<file path="config.mk">
export PLATFORM = sky130hd
export DESIGN_NAME = flag_shadow_stack_flat
export DESIGN_NICKNAME = d
export VERILOG_FILES = /design/src/rtl/flag_pkg.sv /design/src/rtl/flag_shadow_stack_if.sv /design/src/rtl/flag_ctx_lifo.sv /design/src/rtl/flag_shadow_stack.sv /design/src/flat_wrapper.sv
export SDC_FILE = /design/constraint.sdc
export NUM_CORES = 1
export LEC_CHECK = 0
export CAP_MARGIN = 25
export CORE_ASPECT_RATIO = 0.8
export CORE_UTILIZATION = 46
export CTS_CLUSTER_DIAMETER = 100
export CTS_CLUSTER_SIZE = 10
export DETAILED_ROUTE_END_ITERATION = 10
export PLACE_DENSITY = 0.74
export SLEW_MARGIN = 10
export SYNTH_ARGS = -nofsm -noshare
export SYNTH_HDL_FRONTEND = slang
export SYNTH_SLANG_ARGS = --single-unit
</file>
<file path="constraint.sdc">
create_clock -name clk -period 1.83 [get_ports clk]
set_clock_uncertainty 0.1 [all_clocks]
set_input_delay 0.366 -clock clk [delete_from_list [all_inputs] [get_ports clk]]
set_output_delay 0.366 -clock clk [all_outputs]
set_load 0.02 [all_outputs]
</file>
<file path="src/rtl/flag_pkg.sv">
// Shared types for the C/Z flag shadow stack.
package flag_pkg;

    localparam int unsigned FLAG_CTX_W = 2;

    typedef struct packed {
        logic c;
        logic z;
    } flag_ctx_t;

endpackage

</file>
<file path="src/rtl/flag_shadow_stack_if.sv">
// Control-unit side of the flag shadow stack: live flags, save/restore pulses and flag-register load outputs.
interface flag_shadow_stack_if #(
    parameter int unsigned DEPTH = 4
);
    localparam int unsigned DEPTH_W = $clog2(DEPTH + 1);

    logic               c_in;
    logic               z_in;
    logic               save;
    logic               restore;
    logic               restore_ie;
    logic               c_out;
    logic               z_out;
    logic               flag_ld;
    logic               ie_out;
    logic               ie_ld;
    logic [DEPTH_W-1:0] depth;
    logic               full;
    logic               empty;
    logic               overflow;
    logic               underflow;

    modport master (
        output c_in, z_in, save, restore, restore_ie,
        input  c_out, z_out, flag_ld, ie_out, ie_ld, depth, full, empty, overflow, underflow
    );

    modport slave (
        input  c_in, z_in, save, restore, restore_ie,
        output c_out, z_out, flag_ld, ie_out, ie_ld, depth, full, empty, overflow, underflow
    );

endinterface

</file>
<file path="src/rtl/flag_ctx_lifo.sv">
// LIFO of {C,Z} contexts; a simultaneous push and pop on a non-empty stack replaces the top entry.
module flag_ctx_lifo
    import flag_pkg::*;
#(
    parameter int unsigned DEPTH = 4,
    localparam int unsigned SP_W  = $clog2(DEPTH + 1),
    localparam int unsigned IDX_W = $clog2(DEPTH)
) (
    input  logic            clk,
    input  logic            reset,
    input  logic            push,
    input  logic            pop,
    input  flag_ctx_t       wdata,
    output flag_ctx_t       rdata,
    output logic [SP_W-1:0] sp,
    output logic            full,
    output logic            empty
);

    flag_ctx_t        mem [DEPTH];
    logic [SP_W-1:0]  sp_nxt;
    logic [IDX_W-1:0] top_idx;
    logic [IDX_W-1:0] wr_idx;
    logic             wr_en;

    assign top_idx = IDX_W'(sp - SP_W'(1));
    assign rdata   = empty ? flag_ctx_t'('0) : mem[top_idx];

    // Pointer/write decode; sp saturates because full/empty gate every move.
    always_comb begin
        sp_nxt = sp;
        wr_en  = 1'b0;
        wr_idx = IDX_W'(sp);
        if (push && pop && !empty) begin
            wr_en  = 1'b1;
            wr_idx = top_idx;
        end else if (push && !full) begin
            wr_en  = 1'b1;
            wr_idx = IDX_W'(sp);
            sp_nxt = sp + SP_W'(1);
        end else if (pop && !push && !empty) begin
            sp_nxt = sp - SP_W'(1);
        end
    end

    always_ff @(posedge clk or posedge reset) begin
        if (reset) begin
            sp    <= '0;
            full  <= 1'b0;
            empty <= 1'b1;
            for (int i = 0; i < int'(DEPTH); i++) begin
                mem[i] <= '0;
            end
        end else begin
            sp    <= sp_nxt;
            full  <= (sp_nxt == SP_W'(DEPTH));
            empty <= (sp_nxt == '0);
            if (wr_en) begin
                mem[wr_idx] <= wdata;
            end
        end
    end

endmodule

</file>
<file path="src/rtl/flag_shadow_stack.sv">
// Interrupt-context save/restore of C/Z with one-cycle load strobes to the C/Z and I flag registers.
module flag_shadow_stack
    import flag_pkg::*;
#(
    parameter int unsigned DEPTH = 4
) (
    input  logic                 clk,
    input  logic                 reset,
    flag_shadow_stack_if.slave   bus
);

    localparam int unsigned SP_W = $clog2(DEPTH + 1);

    flag_ctx_t       wdata;
    flag_ctx_t       top_ctx;
    logic [SP_W-1:0] sp;
    logic            full;
    logic            empty;
    logic            pop_ok;

    assign wdata.c = bus.c_in;
    assign wdata.z = bus.z_in;
    assign pop_ok  = bus.restore && !empty;

    flag_ctx_lifo #(
        .DEPTH (DEPTH)
    ) u_lifo (
        .clk   (clk),
        .reset (reset),
        .push  (bus.save),
        .pop   (bus.restore),
        .wdata (wdata),
        .rdata (top_ctx),
        .sp    (sp),
        .full  (full),
        .empty (empty)
    );

    assign bus.depth = sp;
    assign bus.full  = full;
    assign bus.empty = empty;

    // Strobes, restored data, I policy (save wins) and sticky errors.
    always_ff @(posedge clk or posedge reset) begin
        if (reset) begin
            bus.flag_ld   <= 1'b0;
            bus.c_out     <= 1'b0;
            bus.z_out     <= 1'b0;
            bus.ie_ld     <= 1'b0;
            bus.ie_out    <= 1'b0;
            bus.overflow  <= 1'b0;
            bus.underflow <= 1'b0;
        end else begin
            bus.flag_ld <= pop_ok;
            if (pop_ok) begin
                bus.c_out <= top_ctx.c;
                bus.z_out <= top_ctx.z;
            end
            bus.ie_ld <= bus.save || bus.restore;
            if (bus.save) begin
                bus.ie_out <= 1'b0;
            end else if (bus.restore) begin
                bus.ie_out <= bus.restore_ie;
            end
            if (bus.save && !bus.restore && full) begin
                bus.overflow <= 1'b1;
            end
            if (bus.restore && empty) begin
                bus.underflow <= 1'b1;
            end
        end
    end

endmodule

</file>
<file path="src/flat_wrapper.sv">
// flat-port wrapper written by rule: the top's interface ports become plain ports
module flag_shadow_stack_flat import flag_pkg::*;
#(
    parameter int unsigned DEPTH = 4
)
  (clk, reset, bus_c_in, bus_z_in, bus_save, bus_restore, bus_restore_ie, bus_c_out, bus_z_out, bus_flag_ld, bus_ie_out, bus_ie_ld, bus_depth, bus_full, bus_empty, bus_overflow, bus_underflow);
  flag_shadow_stack_if #(.DEPTH(DEPTH)) bus_i ();
  input  logic clk;
  input  logic reset;
  input wire logic [$bits(bus_i.c_in)-1:0] bus_c_in;
  input wire logic [$bits(bus_i.z_in)-1:0] bus_z_in;
  input wire logic [$bits(bus_i.save)-1:0] bus_save;
  input wire logic [$bits(bus_i.restore)-1:0] bus_restore;
  input wire logic [$bits(bus_i.restore_ie)-1:0] bus_restore_ie;
  output wire logic [$bits(bus_i.c_out)-1:0] bus_c_out;
  output wire logic [$bits(bus_i.z_out)-1:0] bus_z_out;
  output wire logic [$bits(bus_i.flag_ld)-1:0] bus_flag_ld;
  output wire logic [$bits(bus_i.ie_out)-1:0] bus_ie_out;
  output wire logic [$bits(bus_i.ie_ld)-1:0] bus_ie_ld;
  output wire logic [$bits(bus_i.depth)-1:0] bus_depth;
  output wire logic [$bits(bus_i.full)-1:0] bus_full;
  output wire logic [$bits(bus_i.empty)-1:0] bus_empty;
  output wire logic [$bits(bus_i.overflow)-1:0] bus_overflow;
  output wire logic [$bits(bus_i.underflow)-1:0] bus_underflow;
  assign bus_i.c_in = bus_c_in;
  assign bus_i.z_in = bus_z_in;
  assign bus_i.save = bus_save;
  assign bus_i.restore = bus_restore;
  assign bus_i.restore_ie = bus_restore_ie;
  assign bus_c_out = bus_i.c_out;
  assign bus_z_out = bus_i.z_out;
  assign bus_flag_ld = bus_i.flag_ld;
  assign bus_ie_out = bus_i.ie_out;
  assign bus_ie_ld = bus_i.ie_ld;
  assign bus_depth = bus_i.depth;
  assign bus_full = bus_i.full;
  assign bus_empty = bus_i.empty;
  assign bus_overflow = bus_i.overflow;
  assign bus_underflow = bus_i.underflow;
  flag_shadow_stack #(.DEPTH(DEPTH)) u_core (.clk(clk), .reset(reset), .bus(bus_i));
endmodule
</file>
Word level (Yosys, flattened, before mapping)
Index checks and enable logic that the tools add are counted.
Word-level totals
  register bits: 20
  bits of input ports: 7
  output and inout port bits: 12
  word-level logic and storage cells: 58
Operators by class
  $add $sub $neg: 2
  order comparisons: 3
  equality and inequality tests: 1
  multiplexer cells: 15
  bitwise logic cells: 2
  reductions and logical operators: 17
Operators with widths (number)
  $logic_and 1x1->1: 10
  $mux 2: 5
  $mux 3: 3
  $bwmux 8: 1
  $ge 3x3->1 const B: 2
  $not 2->3: 2
  $bmux 2 s2: 1
  $demux 2 s2: 1
  $logic_not 1->1: 4
  $mux 1: 4
  $add 3x1->3 const B: 1
  $eq 3x3->1 const B: 1
  $logic_not 3->1: 1
  $lt 3x1->1 const B: 1
  $sub 3x1->3 const B: 1
  $reduce_bool 2->1: 1
  $logic_or 1x1->1: 1

Depth between registers and ports, before layout
Gate-level depths: netlist (run 1).
  depth in word-level cells: 9
  mapped depth: 8

Cells and area by module
Synthesis (run 1) repeated with hierarchy kept, for this count alone.
Second synthesis, totals
  cell total of the unflattened synthesis: 74
  area, all modules: 1026.0 um^2
By module, submodules not included
  flag_ctx_lifo: instances 1, cells each 57, area each 768.2 um^2
  flag_shadow_stack: instances 1, cells each 17, area each 257.7 um^2

Worst setup path after synthesis (run 1)
No wires, ideal clock.
  path type: register to register
  start point: register u_core.u_lifo.sp[0]
  end point: register u_core.u_lifo.empty
  data arrival time: 1.917 ns
  data required time: 1.641 ns
  path slack: -0.276 ns
  cell stages (with the launch flop): 8
  cells stage by stage: dfrtp_1 -> buf_6 -> inv_4 -> ha_1 -> clkbuf_8 -> or4_1 -> o31a_1 -> a211oi_1
On the way
  longest elaborated chain between the ends: 5
  elaborated cells on any way between the ends: 6
Ends and longest elaborated chain
  start: declaration: line flag_ctx_lifo.sv:15  | output logic [SP_W-1:0] sp,
  start signal: assignment: line flag_ctx_lifo.sv:55  | sp <= sp_nxt;
  $sub 3x1->3
  $mux 3: line flag_ctx_lifo.sv:41  | end else if (pop && !push && !empty) begin
  $mux 3: line flag_ctx_lifo.sv:37  | end else if (push && !full) begin
  $mux 3 (*): line flag_ctx_lifo.sv:34  | if (push && pop && !empty) begin
  $logic_not 3->1 (*): line flag_ctx_lifo.sv:57  | empty <= (sp_nxt == '0);
  end signal: assignment: line flag_ctx_lifo.sv:57
  end: declaration: line flag_ctx_lifo.sv:17  | output logic empty
Mark *: on every way between the ends. The rest lies on a longest branch, timed or not.
A chain may end at the register's enable or synchronous reset.

Worst setup path after layout (run 1)
  start point: register u_core.u_lifo.empty
  end point: register u_core.u_lifo.empty
On the way
  longest elaborated chain between the ends: 6
  elaborated cells on any way between the ends: 7
Ends and longest elaborated chain (line)
  $logic_not 1->1 (*): flag_ctx_lifo.sv:34, flag_ctx_lifo.sv:41
  $logic_and 1x1->1: flag_ctx_lifo.sv:41
  $mux 3: flag_ctx_lifo.sv:41
  $mux 3: flag_ctx_lifo.sv:37
  $mux 3 (*): flag_ctx_lifo.sv:34
  $logic_not 3->1 (*): flag_ctx_lifo.sv:57
Marked as above.

==> summary.txt, run 1 <==
Timing
  – Measured slew at the worst slew-check pin: 357 ps
  – Final Cycle Share: 0.980
  – Fin worst setup slack: 36.3 ps
  – F_max: 557 MHz
  – Final min period: 1790 ps
  – Final Setup Violations: 0
  – Final hold vios: 0
  – Final Max Tran Viols: 0
  – RSZ-0062 raised after global routing: yes
  – Slew margin rel.: 0.762

Clock network
  – Clock slew at reported path FFs: 120 ps
  – CTS tree: built
  – Htree depth: 1
  – Clk buf depth: 2
  – Root Buffer: clkbuf_4
  – CTS buffer count: 3
  – # clock sinks: 20
  – Clock insertion delay at the later pin of the skew report: 320 ps
  – Number of hold buffers added after CTS: 0

Synth
  – Area leader, netlist: dfrtp_1
  – Syn Area/Cell: 12.1 um2
  – Post-synth top area share: 0.452
  – Prevailing post-synth register cell: dfrtp_1
  – Yosys warns: 0
  – Post-synth EDFFs: 0
  – Count leader, synth: dfrtp_1
  – List of most frequent post-synthesis cells: dfrtp_1, mux2_2, nand2_1, inv_1, buf_6
  – Post-synthesis cell type count: 35
  – Fraction of registers with async set/reset: 1.00
  – Register area share after synthesis: 0.477
  – Syn_nets: 96
  – Mapped Area: 0.00105 mm2
  – Top cells by area, synth: dfrtp_1, mux2_2, buf_6
  – Syn Inst Count: 87
  – Yosys reg bits: 20

Worst setup path
  – Req. time, crit path: 1960 ps
  – Kind of critical path: reg2reg
  – CP endpoint kind: register
  – Startpoint types: register
  – Worst Path Max Fanout: 7
  – WP data arrival: 1930 ps
  – R2r setup slk: 40 ps

Die
  – Cell Rows: 15
  – Core Area: 0.00216 mm2
  – I/O pins: 19
  – Starting Density: 0.487
  – Total die area: 0.00248 mm2
  – Die W: 55.4 um
  – Height of the die: 44.8 um

Power
  – Sw frac: 0.366
  – Lkg Pwr: 0.645 nW
  – Pint: 1.58 mW
  – Reg power frac: 0.304
  – Combinational power share: 0.547
  – Pwr Density: 1720 mW/mm2
  – Power share of the clock group: 0.148
  – Max VDD drop: 1220 uV
  – Psw: 0.912 mW

Hold path
  – Worst min path class: in2async

Layout
  – Util after Layout: 0.674
  – Share of layout cells above drive strength 1: 0.463
  – Finished Cell Area: 0.00145 mm2
  – Antenna diode count: 0
  – Synthesis-to-layout area growth: 38.3%
  – Nets: 131

Global route
  – Grt ovf: 0
  – GRT Util Overall: 0.196
  – First-pass GRT wire length: 3.61 mm
  – Initial antenna violation count: 0
  – Largest net degree at the start of global routing: 13
  – Vias in the first global route: 737

Placement
  – Post-place setup slack: -321 ps
  – Post-DP Area: 0.00134 mm2
  – I/O Buffers: 18
  – Post-DP HPWL: 1.61 mm
  – Routability cong.: 0.812

Routing
  – DRT Wirelength: 2.25 mm
  – Routed Antenna Nets: 0
  – Drt drc: 0
  – First-iteration detailed-routing DRC count: 8
  – Routed vias: 780
  – Drt first pass iters: 4
  – Post-DR vias/cell: 5.34
  – WL/cell: 15.4 um

Run
  – Max-cap violations: 0

Status
  – Status: completed
[cell type report]
| cell class | count | area [um2] |
|---|---|---|
| well taps | 25 | 31.3 |
| clock inverters | 1 | 30.0 |
| repair buffers | 37 | 320 |
| flip-flops and latches | 20 | 505 |
| inverters | 7 | 38.8 |
| multi-input cells | 53 | 505 |
| fillers | 145 | 704 |
| clock buffers | 3 | 22.5 |
[per-layer routing]
metal / track usage / part of all wire
met5: 0 / 0
met4: 0.0450 / 0.0093
met3: 0.0630 / 0.034
met2: 0.301 / 0.47
met1: 0.275 / 0.49
[cell usage in the layout, fill, tap and decap left out, drive strengths merged]
cell,count
a211oi,2
a21o,1
mux2,8
xor2,1
and3,2
a21oi,1
nor2,3
dlymetal6s2s,1
bufinv,1
or2,1
dfrtp,19
o21a,1
a41o,1
nor4,4
mux4,2
o21bai,1
clkdlybuf4s50,13
dfstp,1
buf,19
dlygate4sd2,4
nor3,1
inv,7
a311oi,1
mux2i,1
nand2,8
xnor2,1
nand2b,1
or4,1
clkbuf,3
o311ai,1
a41oi,1
o31a,1
o21ai,5
and4bb,1
ha,2
[registers in the layout, summed over array words and instances (netlist names)]
register	flops
u_core.bus.flag_ld	1
u_core.u_lifo.empty	1
u_core.u_lifo.sp	3
u_core.bus.ie_ld	1
u_core.bus.underflow	1
u_core.u_lifo.mem	8
u_core.bus.ie_out	1
u_core.bus.c_out	1
u_core.u_lifo.full	1
u_core.bus.z_out	1
u_core.bus.overflow	1
[final timing paths]
path / startpoint / to / depth (start not counted)
max reg2reg: u_core.u_lifo.empty / u_core.u_lifo.empty / 5
min: reset / u_core.bus.ie_ld / 2
max in group asynchronous: reset / u_core.u_lifo.mem[5] / 3
max: u_core.u_lifo.empty / u_core.u_lifo.empty / 5
min reg2reg: u_core.bus.z_out / u_core.bus.z_out / 2
min in group clk: bus_restore / u_core.bus.overflow / 3
[timing repair]
action / 4_1_cts / 5_1_grt
pin swaps: 0 / 2
endpoints found under the setup margin: 6 / 3
gates resized for setup: 6 / 6
gates cloned: 0 / 0
buffers inserted: 0 / 4
[worst max-delay path: stages (launching register included)]
cell and delay, ps:
dfstp_2 550, nand2b_4 160, inv_6 50, or4_4 470
o31a_1 150, a211oi_2 230
[logic make-up after synthesis]
kind of cell / synth area share
AOI/OAI and AO/OA: 0.108
xor gates and xnor gates: 0.0167
adders and majority gates: 0.0238
buffers and inverters: 0.114
DFF: 0.477
muxes: 0.138
and+or+nand+nor: 0.121
[per-stage QoR]
stage	std cells	TNS [ps]	hold WS (ps)	total power, mW
CTS	142	0	221	2.40
global placement	138	-1810	347	2.02
global route	146	-52.5	237	2.65
floorplan	87	-480	229	1.66
detailed placement	138	-2590	363	2.05
finish	146	0	205	2.50
[power by group through the flow]
| stage | logic [mW] | clock network, mW | registers (mW) |
|---|---|---|---|
| floorplan | 0.813 | 0 | 0.843 |
| global placement | 1.26 | 0 | 0.765 |
| detailed placement | 1.28 | 0 | 0.772 |
| CTS | 1.26 | 0.372 | 0.765 |
| global route | 1.47 | 0.393 | 0.782 |
| finish | 1.37 | 0.370 | 0.760 |
(Power assumes the default switching activity.)
==> run 2: changes to the inputs <==
==> constraint.sdc (replaced) <==
create_clock -name clk -period 1.5 [get_ports clk]
set_clock_uncertainty 0.1 [all_clocks]
set_input_delay 0.3 -clock clk [delete_from_list [all_inputs] [get_ports clk]]
set_output_delay 0.3 -clock clk [all_outputs]
set_load 0.02 [all_outputs]
==> run 2 against run 1 <==
  * The run now ends with setup timing left
  * Global-route usage up 2.5 points
  * Power increased by 32%
  * First-iteration DRC count is 25% higher
  * Die area unchanged
  * Via count is 6.7% higher
  * Fmax rose by 3.4%
  * Critical path type unchanged
  * Largest power group unchanged
==> summary.txt, run 2 (synthesized netlist as in run 1, its figures left out) <==
Status
  – Status: finished with violations
  – Failing checks: setup timing

Power
  – Max VDD drop: 1920 uV
  – Pwr Density: 2120 mW/mm2
  – Total power: 3.28 mW
  – Lkg Pwr: 0.694 nW

Timing
  – Final Max Tran Viols: 0
  – F_max: 577 MHz
  – Slew margin rel.: 0.749
  – Final min period: 1730 ps
  – RSZ-0062 raised after global routing: yes
  – Fin worst setup slack: -234 ps
  – Measured slew at the worst slew-check pin: 376 ps
  – Fin Setup TNS: -1940 ps
  – Final Setup Violations: 13
  – Final Cycle Share: 1.16
  – Final hold vios: 0

Placement
  – Routability cong.: 0.766
  – Post-DP Area: 0.00136 mm2
  – I/O Buffers: 18
  – Post-DP HPWL: 1.54 mm
  – Placed Cells: 140

Hold path
  – Worst min path class: in2async

Worst setup path
  – Timing startpoint of the critical path: u_core.u_lifo.empty
  – R2r setup slk: -230 ps
  – Slowest CP cell: dfstp_2
  – Startpoint types: register
  – Kind of critical path: reg2reg
  – Cells on worst reg2reg path: 5
  – Crit path largest cell delay: 560 ps
  – WP buf/inv: 1
  – Req. time, crit path: 1630 ps
  – Delay-heaviest family, CP: simple AND/OR/NAND/NOR gates
  – Worst Path Max Fanout: 8
  – CP endpoint kind: register
  – FF-to-FF Start: u_core.u_lifo.empty
  – WP data arrival: 1870 ps
  – Critical path cell sequence: nand2b_4 > inv_6 > or4_1 > o31a_1 > a211oi_2
  – Critical R2R Capture: u_core.u_lifo.full
  – Critical path depth: 5

Routing
  – Post-DR vias/cell: 5.44
  – Routed vias: 832
  – WL/cell: 15.5 um
  – First-iteration detailed-routing DRC count: 10
  – DRT Wirelength: 2.38 mm
  – Drt first pass iters: 4
  – Drt drc: 0
  – Routed Antenna Nets: 0

Layout
  – Util after Layout: 0.718
  – Share of layout cells above drive strength 1: 0.555
  – Biggest register: u_core.u_lifo.mem
  – Nets: 138
  – Most frequent cells in the layout: buf_4, dfrtp_1, dlygate4sd2_1
  – Commonest non-fill, non-tap cell in the layout: buf_4
  – Synthesis-to-layout area growth: 47.5%
  – Antenna diode count: 0
  – Finished Cell Area: 0.00155 mm2
  – Non-filler instance count after layout: 153
  – Biggest regs: u_core.u_lifo.mem (8), u_core.u_lifo.sp (3)
  – Max reg flops: 8

Clock network
  – Clock slew at reported path FFs: 110 ps
  – CTS buffer count: 3
  – # clock sinks: 20
  – Clk buf depth: 2
  – Number of hold buffers added after CTS: 0
  – Clock insertion delay at the later pin of the skew report: 310 ps
  – Htree depth: 1
  – CTS tree: built
  – Root Buffer: clkbuf_4

Die
  – I/O pins: 19
  – Die W: 55.4 um
  – Total die area: 0.00248 mm2
  – Core Area: 0.00216 mm2
  – Starting Density: 0.487
  – Height of the die: 44.8 um
  – Cell Rows: 15

Run
  – Max-cap violations: 0

Global route
  – Largest net degree at the start of global routing: 21
  – Initial antenna violation count: 0
  – Vias in the first global route: 805
  – GRT Util Overall: 0.221
  – Grt ovf: 0
  – First-pass GRT wire length: 4.01 mm
run 2: cell types whose count changed in the layout (fill, tap and decap cells not counted), moves of 2 or more:
cell             change
clkbuf_2             +2
o21ai_0              -2
dlygate4sd2_1        +5
buf_6                +6
mux2_2               -2
clkdlybuf4s50_1      -8
nor4_4               +3
mux2_4               +2
nor4_2               -3
run 2: worst max-delay path by stage:
stage | to
finish | u_core.u_lifo.full
CTS | u_core.u_lifo.full
floorplan | u_core.u_lifo.empty
global placement | u_core.u_lifo.full
global route | u_core.u_lifo.empty
detailed placement | u_core.u_lifo.full
run 2: where the power goes:
group	internal, mW	switching (mW)	leakage (nW)
Combinational	1.11	0.938	0.444
Sequential	0.772	0.152	0.230
Clock	0.148	0.168	0.0210
run 2: per-stage QoR:
stage                     hold WS, ps  worst slack (ps)
final                             194              -234
after floorplan                   163              -388
after detailed placement          354              -491
after CTS                         202              -221
after global placement            341              -442
after global routing              235              -275
run 2: repair_timing:
action / in CTS / in global routing
endpoints found under the setup margin: 26 / 19
gates resized for setup: 41 / 13
hold endpoints to repair: 0 / 0
pin swaps: 7 / 8
buffers inserted: 7 / 4
run 2: final cells by class:
cell class	instances	area, um2
clock buffer	4	36.3
fill	144	608
inverter	7	38.8
multi-input combinational	53	562
sequential	20	505
tap	25	31.3
timing repair buffer	44	377
run 2: worst min-delay path, stage by stage:
cell             delay (ps)
clkdlybuf4s50_1         390
inv_1                    50
buf_4                   260
run 2: layer usage:
layer | track usage | routed length, um | vias up
met3 | 0.0659 | 87 | 4
li1 | - | - | 395
met4 | 0.0800 | 36 | 0
met5 | 0 | 0 | -
met2 | 0.337 | 1090 | 15
met1 | 0.305 | 1160 | 418
